**config.mk**
```make
export PLATFORM = sky130hd
export DESIGN_NAME = dog_extrema_reader
export DESIGN_NICKNAME = d
export VERILOG_FILES = /design/src/rtl/dog_pkg.sv /design/src/rtl/dog_extrema_reader_compare.sv /design/src/rtl/dog_extrema_reader.sv
export SDC_FILE = /design/constraint.sdc
export NUM_CORES = 1
export LEC_CHECK = 0
export BUFFER_PORTS_ARGS = -buffer_cell sky130_fd_sc_hd__buf_2
export CAP_MARGIN = 20
export CORE_MARGIN = 1.5
export CORE_UTILIZATION = 40
export DETAILED_ROUTE_END_ITERATION = 12
export GPL_TIMING_DRIVEN = 0
export MAX_ROUTING_LAYER = met4
export PLACE_DENSITY_LB_ADDON = 0.15
export SYNTH_ARGS = -nofsm -noshare
export SYNTH_HDL_FRONTEND = slang
export SYNTH_HIERARCHICAL = 1
export SYNTH_SLANG_ARGS = --single-unit
```
**constraint.sdc**
```tcl
create_clock -name clk -period 18.64 [get_ports clk]
set_input_delay 1.864 -clock clk [delete_from_list [all_inputs] [get_ports clk]]
set_output_delay 1.864 -clock clk [all_outputs]
set_load 0.005 [all_outputs]
```
**src/rtl/dog_pkg.sv**
```systemverilog
`default_nettype none
// ============================================================================
// Package : dog_pkg
// Brief   : Shared pixel type, reader state encoding and neighbourhood
//           constants for the DoG extrema reader.
// Rev     : 1.0  initial release
// ============================================================================
package dog_pkg;

    typedef logic signed [8:0] dog_pix_t;

    typedef enum logic [2:0] {
        ST_IDLE  = 3'd0,
        ST_FETCH = 3'd1,
        ST_EVAL  = 3'd2,
        ST_EMIT  = 3'd3,
        ST_DONE  = 3'd4
    } rd_state_t;

    localparam int NBR_COUNT  = 9;
    localparam int CENTRE_IDX = 4;

endpackage
`default_nettype wire

```
**src/rtl/dog_extrema_reader_compare.sv**
```systemverilog
`default_nettype none
// ============================================================================
// Module  : extrema_compare
// Brief   : Combinational strict local max/min test of a 3x3 neighbourhood
//           held in row-major order, centre at CENTRE_IDX.
// Rev     : 1.0  initial release
// ============================================================================
module extrema_compare
    import dog_pkg::*;
(
    input  dog_pix_t nbr [NBR_COUNT],
    output logic     is_max,
    output logic     is_min
);

    // Any tie with a neighbour clears both flags, so flat regions never fire.
    always_comb begin
        is_max = 1'b1;
        is_min = 1'b1;
        for (int k = 0; k < NBR_COUNT; k++) begin
            if (k != CENTRE_IDX) begin
                if (nbr[CENTRE_IDX] <= nbr[k]) is_max = 1'b0;
                if (nbr[CENTRE_IDX] >= nbr[k]) is_min = 1'b0;
            end
        end
    end

endmodule
`default_nettype wire

```
**src/rtl/dog_extrema_reader.sv**
```systemverilog
`default_nettype none
// ============================================================================
// Module  : dog_extrema_reader
// Brief   : Scans interior DoG pixels, fetches each 3x3 neighbourhood and
//           streams strict local extrema as (x, y, polarity).
//           Optional macro EXTREMA_THRESH_EN adds a |centre| >= THRESHOLD gate.
// Rev     : 1.0  initial release
// ============================================================================
module dog_extrema_reader
    import dog_pkg::*;
#(
    parameter  int DIMENSION    = 64,
    parameter  int BRAM_LATENCY = 2,
    parameter  int THRESHOLD    = 4,
    localparam int ADDR_W       = $clog2(DIMENSION*DIMENSION),
    localparam int COORD_W      = $clog2(DIMENSION)
)(
    input  logic               clk,
    input  logic               rst_in,
    input  logic               start,
    output logic               busy,
    output logic [ADDR_W-1:0]  rd_addr,
    input  logic [8:0]         rd_data,
    output logic               kp_valid,
    input  logic               kp_ready,
    output logic [COORD_W-1:0] kp_x,
    output logic [COORD_W-1:0] kp_y,
    output logic               kp_is_max,
    output logic [ADDR_W-1:0]  kp_count,
    output logic               done
);

    localparam int PH_LAST = NBR_COUNT - 1 + BRAM_LATENCY;
    localparam int PH_W    = $clog2(PH_LAST + 1);
    localparam logic [COORD_W-1:0] C_LAST = COORD_W'(DIMENSION - 2);

    rd_state_t           state_q, state_d;
    logic [COORD_W-1:0]  x_q, x_d, y_q, y_d;
    logic [COORD_W-1:0]  nx, ny;
    logic [PH_W-1:0]     ph_q, ph_d;
    logic [ADDR_W-1:0]   rd_addr_q, rd_addr_d;
    logic [COORD_W-1:0]  kp_x_q, kp_x_d, kp_y_q, kp_y_d;
    logic                kp_is_max_q, kp_is_max_d;
    logic [ADDR_W-1:0]   kp_count_q, kp_count_d;
    dog_pix_t            samp_q [NBR_COUNT];
    logic                is_max, is_min, thr_ok, hit, last_pix;

    function automatic logic [ADDR_W-1:0] nbr_addr(
        input logic [COORD_W-1:0] cx,
        input logic [COORD_W-1:0] cy,
        input int                 k
    );
        int row;
        int col;
        row = int'(cy) + k / 3 - 1;
        col = int'(cx) + k % 3 - 1;
        return ADDR_W'(row * DIMENSION + col);
    endfunction

    extrema_compare u_cmp (
        .nbr    (samp_q),
        .is_max (is_max),
        .is_min (is_min)
    );

`ifdef EXTREMA_THRESH_EN
    // Widened to 10 bits so that |-256| is representable.
    logic signed [9:0] centre_ext, centre_abs;
    assign centre_ext = 10'(samp_q[CENTRE_IDX]);
    assign centre_abs = (centre_ext < 0) ? -centre_ext : centre_ext;
    assign thr_ok     = (int'(centre_abs) >= THRESHOLD);
`else
    logic [31:0] unused_threshold;
    assign unused_threshold = THRESHOLD;
    assign thr_ok           = 1'b1;
`endif

    assign hit      = (is_max || is_min) && thr_ok;
    assign last_pix = (x_q == C_LAST) && (y_q == C_LAST);
    assign nx       = (x_q == C_LAST) ? COORD_W'(1) : x_q + COORD_W'(1);
    assign ny       = (x_q == C_LAST) ? y_q + COORD_W'(1) : y_q;

    always_ff @(posedge clk or negedge rst_in) begin
        if (!rst_in) begin
            state_q <= ST_IDLE;
        end else begin
            state_q <= state_d;
        end
    end

    always_comb begin
        state_d     = state_q;
        x_d         = x_q;
        y_d         = y_q;
        ph_d        = ph_q;
        rd_addr_d   = rd_addr_q;
        kp_x_d      = kp_x_q;
        kp_y_d      = kp_y_q;
        kp_is_max_d = kp_is_max_q;
        kp_count_d  = kp_count_q;
        unique case (state_q)
            ST_IDLE: begin
                if (start) begin
                    state_d    = ST_FETCH;
                    x_d        = COORD_W'(1);
                    y_d        = COORD_W'(1);
                    ph_d       = '0;
                    rd_addr_d  = nbr_addr(COORD_W'(1), COORD_W'(1), 0);
                    kp_count_d = '0;
                end
            end
            ST_FETCH: begin
                ph_d = ph_q + PH_W'(1);
                if (int'(ph_q) < NBR_COUNT - 1) begin
                    rd_addr_d = nbr_addr(x_q, y_q, int'(ph_q) + 1);
                end
                if (int'(ph_q) == PH_LAST) begin
                    state_d = ST_EVAL;
                end
            end
            ST_EVAL: begin
                if (hit) begin
                    state_d     = ST_EMIT;
                    kp_x_d      = x_q;
                    kp_y_d      = y_q;
                    kp_is_max_d = is_max;
                end else if (last_pix) begin
                    state_d = ST_DONE;
                end else begin
                    state_d   = ST_FETCH;
                    x_d       = nx;
                    y_d       = ny;
                    ph_d      = '0;
                    rd_addr_d = nbr_addr(nx, ny, 0);
                end
            end
            ST_EMIT: begin
                if (kp_ready) begin
                    if (kp_count_q != '1) begin
                        kp_count_d = kp_count_q + ADDR_W'(1);
                    end
                    if (last_pix) begin
                        state_d = ST_DONE;
                    end else begin
                        state_d   = ST_FETCH;
                        x_d       = nx;
                        y_d       = ny;
                        ph_d      = '0;
                        rd_addr_d = nbr_addr(nx, ny, 0);
                    end
                end
            end
            ST_DONE: begin
                state_d = ST_IDLE;
            end
            default: begin
                state_d = ST_IDLE;
            end
        endcase
    end

    always_ff @(posedge clk or negedge rst_in) begin
        if (!rst_in) begin
            x_q         <= '0;
            y_q         <= '0;
            ph_q        <= '0;
            rd_addr_q   <= '0;
            kp_x_q      <= '0;
            kp_y_q      <= '0;
            kp_is_max_q <= 1'b0;
            kp_count_q  <= '0;
        end else begin
            x_q         <= x_d;
            y_q         <= y_d;
            ph_q        <= ph_d;
            rd_addr_q   <= rd_addr_d;
            kp_x_q      <= kp_x_d;
            kp_y_q      <= kp_y_d;
            kp_is_max_q <= kp_is_max_d;
            kp_count_q  <= kp_count_d;
        end
    end

    // Sample k arrives BRAM_LATENCY cycles after its address was driven.
    always_ff @(posedge clk or negedge rst_in) begin
        if (!rst_in) begin
            for (int i = 0; i < NBR_COUNT; i++) begin
                samp_q[i] <= '0;
            end
        end else if (state_q == ST_FETCH) begin
            for (int i = 0; i < NBR_COUNT; i++) begin
                if (int'(ph_q) == i + BRAM_LATENCY) begin
                    samp_q[i] <= rd_data;
                end
            end
        end
    end

    assign busy      = (state_q == ST_FETCH) || (state_q == ST_EVAL) || (state_q == ST_EMIT);
    assign done      = (state_q == ST_DONE);
    assign kp_valid  = (state_q == ST_EMIT);
    assign rd_addr   = rd_addr_q;
    assign kp_x      = kp_x_q;
    assign kp_y      = kp_y_q;
    assign kp_is_max = kp_is_max_q;
    assign kp_count  = kp_count_q;

endmodule
`default_nettype wire

```
-- Word level (Yosys, flattened, before mapping)
Index checks and enable logic that the tools add are counted.
- bits of input ports: 13
- flip-flop bits (word level): 137
- output and inout port bits: 40
- logic and storage cells: 142
- divide/modulo/power cells: 2
- eq/ne operators: 22
- add/sub/neg operators: 13
- multiplexer cells: 47
- reduce and logical (&&, ||, !) cells: 23
- order comparisons: 17
- operators with widths (operator ; count):
    $mux W12 ; 7
    $ge A9 B9 Y1 ; 8
    $le A9 B9 Y1 ; 8
    $mux W6 ; 9
    $pmux W12 S4 ; 1
    $pmux W6 S3 ; 2
    $div A32 B3 Y32 const B ; 1
    $mod A32 B3 Y32 const B ; 1
    $eq A4 B4 Y1 const B ; 7
    $pmux W12 S2 ; 1
    $reduce_and A2 Y1 ; 10
    $mux W1 ; 16
    $mux W4 ; 4
    $pmux W4 S4 ; 1
    $mux W3 ; 5
    $add A12 B1 Y12 const B ; 1
    $add A12 B12 Y12 ; 1
    $add A12 B7 Y12 ; 1
    $add A6 B1 Y6 const B ; 2
    $add A7 B12 Y12 ; 1
    $eq A6 B6 Y1 const B ; 2
    $ne A12 B12 Y1 const B ; 1
    $pmux W3 S4 ; 1
    $reduce_and A4 Y1 ; 3
    22 further kinds ; 30

-- Longest topological paths before layout
- depth after elaboration: 12
- mapped depth: 34
- gate-level depth less buffers: 31

-- By module
Netlist, hierarchy kept.
- modules (own cells, without submodules) (module ; times used ; seq. area each (um^2) ; area an instance (um^2) ; cells an instance):
    dog_extrema_reader ; 1 ; 3428.3 ; 7863.8 ; 762
    extrema_compare ; 1 ; 0.0 ; 1919.3 ; 269

-- Worst setup path after synthesis
Ideal clock, no wire load.
- path kind: register to register
- from: register ph_q[1]
- to: register rd_addr_q[11], in the netlist rd_addr[11]
- arrival: 6.781 ns
- stages on the path, launching flop included: 34
- library setup time: 0.137 ns
- clock period less this slack: 6.918 ns
- setup slack: 11.722 ns
- cells stage by stage: dfrtp_1 > ha_1 > clkbuf_1 > clkbuf_1 > nand3_1 > inv_1 > ha_1 > clkbuf_1 > nand2_1 > o22ai_1 > a221o_1 > or2_4 > ha_1 > a211o_1 > a21oi_2 > xnor2_1 > ha_1 > nor3_2 > ha_1 > inv_1 > ha_1 > fa_1 > inv_1 > ha_1 > inv_1 > ha_1 > a21oi_1 > a31oi_1 > or4_1 > nand3_1 > or3_1 > o211ai_1 > nor3b_1 > a21oi_1
- word-level cells in the longest chain between the ends: 7
- RTL lines (what ; line ; source):
    start, declared ; dog_extrema_reader.sv:40 ; logic [PH_W-1:0] ph_q, ph_d;
    start signal, assigned ; dog_extrema_reader.sv:175 ; ph_q <= ph_d;
    $add A4 B1 Y5 ; dog_extrema_reader.sv:115 ; rd_addr_d = nbr_addr(x_q, y_q, int'(ph_q) + 1);
    $mod A32 B3 Y32 or $div A32 B3 Y32 (tied branches) ; dog_extrema_reader.sv:56, dog_extrema_reader.sv:55 ;
    $add A7 B12 Y12 or $add A6 B6 Y6 (tied branches) ; dog_extrema_reader.sv:56, dog_extrema_reader.sv:55 ;
    $sub A12 B2 Y12 or $sub A6 B2 Y6 (tied branches) ; dog_extrema_reader.sv:56, dog_extrema_reader.sv:55 ;
    $add A12 B12 Y12 ; dog_extrema_reader.sv:57 ; return ADDR_W'(row * DIMENSION + col);
    $mux W12 ; dog_extrema_reader.sv:114 ; if (int'(ph_q) < NBR_COUNT - 1) begin
    $pmux W12 S4 ; dog_extrema_reader.sv:101 ; unique case (state_q)
    end signal, assigned ; dog_extrema_reader.sv:176 ; rd_addr_q <= rd_addr_d;
    end, declared ; dog_extrema_reader.sv:41 ; logic [ADDR_W-1:0] rd_addr_q, rd_addr_d;
Several ways; a longest one is shown, not always the timed one. The select of a mux whose other input is x is not followed.
A chain may end at the register's enable or synchronous reset.

-- Worst setup path in the final report
Same ends and word-level chain as after synthesis.

==> flow_summary.toml <==
[synth]
netlist_instances = 1031
syn_avg_cell_area_sq_um = 9.49
yosysUniqueCellTypes = 74
synthArstFlopShare_pct = 100
syn_nets = 1168
ys_ff_latch = 137
syn_area_sq_mm = 0.00978
yosys_warnings = 6
synth_edf_count = 0
synth-main-ff-cell = "dfrtp_1"
seq_area_frac_synth_pct = 35.0

[grt]
grt_pass1_wl_mm = 39.4
antenna_found_initial = 0
grt_max_degree = 79
grt_overflow = 0
grtUsageTotal_pct = 20.1
grt_pass1_vias = 7600

[timing]
hold_violations = 0
tns_ns = 0
rsz0062_at_grt = "no"
clock-skew-final_ns = 0.0174
max_freq_ghz = 0.123
finalCritPeriodShare_pct = 43.5
tightest_slew_ns = 0.809
finalSetupViolCount = 0
fin_crit_ns = 8.11
maxSlewHeadroom_pct = 45.5
report.final.slew_viol_count = 0

[cts]
hold_buffers = 0
cts_root_buf = "clkbuf_16"
clk_path_buf_depth = 2
cts_tree = "yes"
htreeDepth = 4
postCtsSetupRepairBufs = 0
clkTransAtPathRegs_ns = 0.07
numCtsBuffers = 17
clock_latency_ns = 0.43
cts_resized = 0
clkSinkCount = 137

[drt]
wire_per_inst_um = 16.4
viasPerCell = 5.32
drc_errors = 0
vias = 7655
wl_mm = 23.7
first_pass_iters = 5
drt_iter0_markers = 416
ant_nets = 0

[worst_setup_path]
crit_fanout = 10
crit_type = "reg -> reg"
end_kind = "flop"
slowest_delay_ns = 0.50
crit_slowest_cell = "or4_1"
start_kind = "flop"
crit_required_ns = 18.93
cp_common_cell = "ha_1"
cp_data_arrival_time_ns = 8.40

[die]
die_width_um = 159
fp.dieArea_sq_mm = 0.0254
start_util_pct = 40.5
die_h_um = 159
pin_count = 53
core.rowCount = 57
coreArea_sq_mm = 0.0242

[cells_and_area]
diodes = 0
fin_nets = 1240
nFillCells = 2331
drive_gt1_share_pct = 17.8
area_growth_pct = 13.2

[placement]
port_buffers = 52
place_congestion = 0.863
hpwlAfterDp_mm = 17.9

[job]
drv_cap = 0

[run_status]
status = "finished, final reports clean"

[hold_path]
hp-class = "reg -> reg"
## cells in the mapped netlist, drive strengths merged (10+ instances only)
library cell  count  area (sq um)
inv             133           499
nand2            58           218
ha              121          1510
xor2             13           121
mux2             93          1050
xnor2            33           289
nor3             32           165
a21oi            56           284
nor2b            15          93.8
o21ai            50           250
nand4            14          93.8
nor2             64           243
dfrtp           137          3430
clkbuf           21          78.8
a21o             10          75.1
nand3            32           160
## cell usage in the layout, fill, tap and decap left out, types with 33 or more instances in the layout
cell type	instances
a21oi_1	55
buf_2	53
dfrtp_1	137
ha_1	121
inv_1	133
mux2_2	93
nand2_1	58
nor2_1	63
o21ai_0	46
xnor2_1	33
## kinds of logic after synthesis
family	share of synthesized area, %
compound gates	13.2
xor+xnor	4.66
fa+ha+maj	16.1
buf+inv	6.09
flops	35.0
mux	10.9
simple gates	14.0
## routing by layer
metal  global-route usage [%]  vias to the layer above  share of wire [%]  routed length [um]
met5                        -                        -                  0                   0
met1                     27.7                     3694                 51               12100
met2                     30.5                      136                 44               10400
met4                     5.79                        0                1.9                 448
met3                     2.92                       31                3.0                 702
li1                         -                     3794                  -                   -
## sequential cells by signal (all words and copies together) (netlist names)
name / count
samp_q: 81
kp_count: 12
rd_addr: 12
kp_x: 6
kp_y: 6
x_q: 6
y_q: 6
ph_q: 4
state_q: 3
kp_is_max: 1
## per-stage QoR
stage / utilization, % / hold WS, ns / setup slack (ns) / std cells / instance area, sq um
floorplan: - / 0.479 / 11.72 / 1031 / 9780
global placement: 43.2 / 0.477 / 10.59 / 1407 / 10400
detailed placement: 43.4 / 0.476 / 10.55 / 1408 / 10500
CTS: 45.8 / 0.500 / 10.54 / 1440 / 11100
global route: 45.8 / 0.512 / 9.85 / 1440 / 11100
finish: 45.8 / 0.493 / 10.53 / 1440 / 11100
## critical path, delay by kind of cell, from the launching register on
family          cells  cell delay (ns)
compound gates      8             1.47
xor+xnor            1             0.15
fa+ha+maj           9             2.55
buf+inv             7             1.25
flops               1             0.48
simple gates        8             2.09
## cell type report
| type | count | area, sq um | area share, % |
|---|---|---|---|
| buffer | 24 | 92.6 | 0.836 |
| clock buffer | 18 | 439 | 3.96 |
| clock inverter | 14 | 156 | 1.41 |
| inverter | 134 | 503 | 4.54 |
| multi-input combinational | 736 | 5760 | 52.0 |
| sequential | 137 | 3430 | 30.9 |
| tap | 324 | 405 | 3.66 |
| timing repair buffer | 53 | 294 | 2.65 |
## final timing paths
| path | start | to | slack, ns | cells past startpoint |
|---|---|---|---|---|
| max | ph_q[1] | rd_addr[11] | 10.53 | 33 |
| min | rd_addr[4] | rd_addr[4] | 0.49 | 1 |
| max reg2reg | ph_q[1] | rd_addr[11] | 10.53 | 33 |
| min reg2reg | rd_addr[4] | rd_addr[4] | 0.49 | 1 |
| max in group asynchronous | rst_in | rd_addr[10] | 16.39 | 2 |
| min in group asynchronous | rst_in | samp_q[11] | 1.42 | 1 |
Power is not shown: default switching activity piles up to over one toggle a cycle in this logic, so the estimate is an artifact.
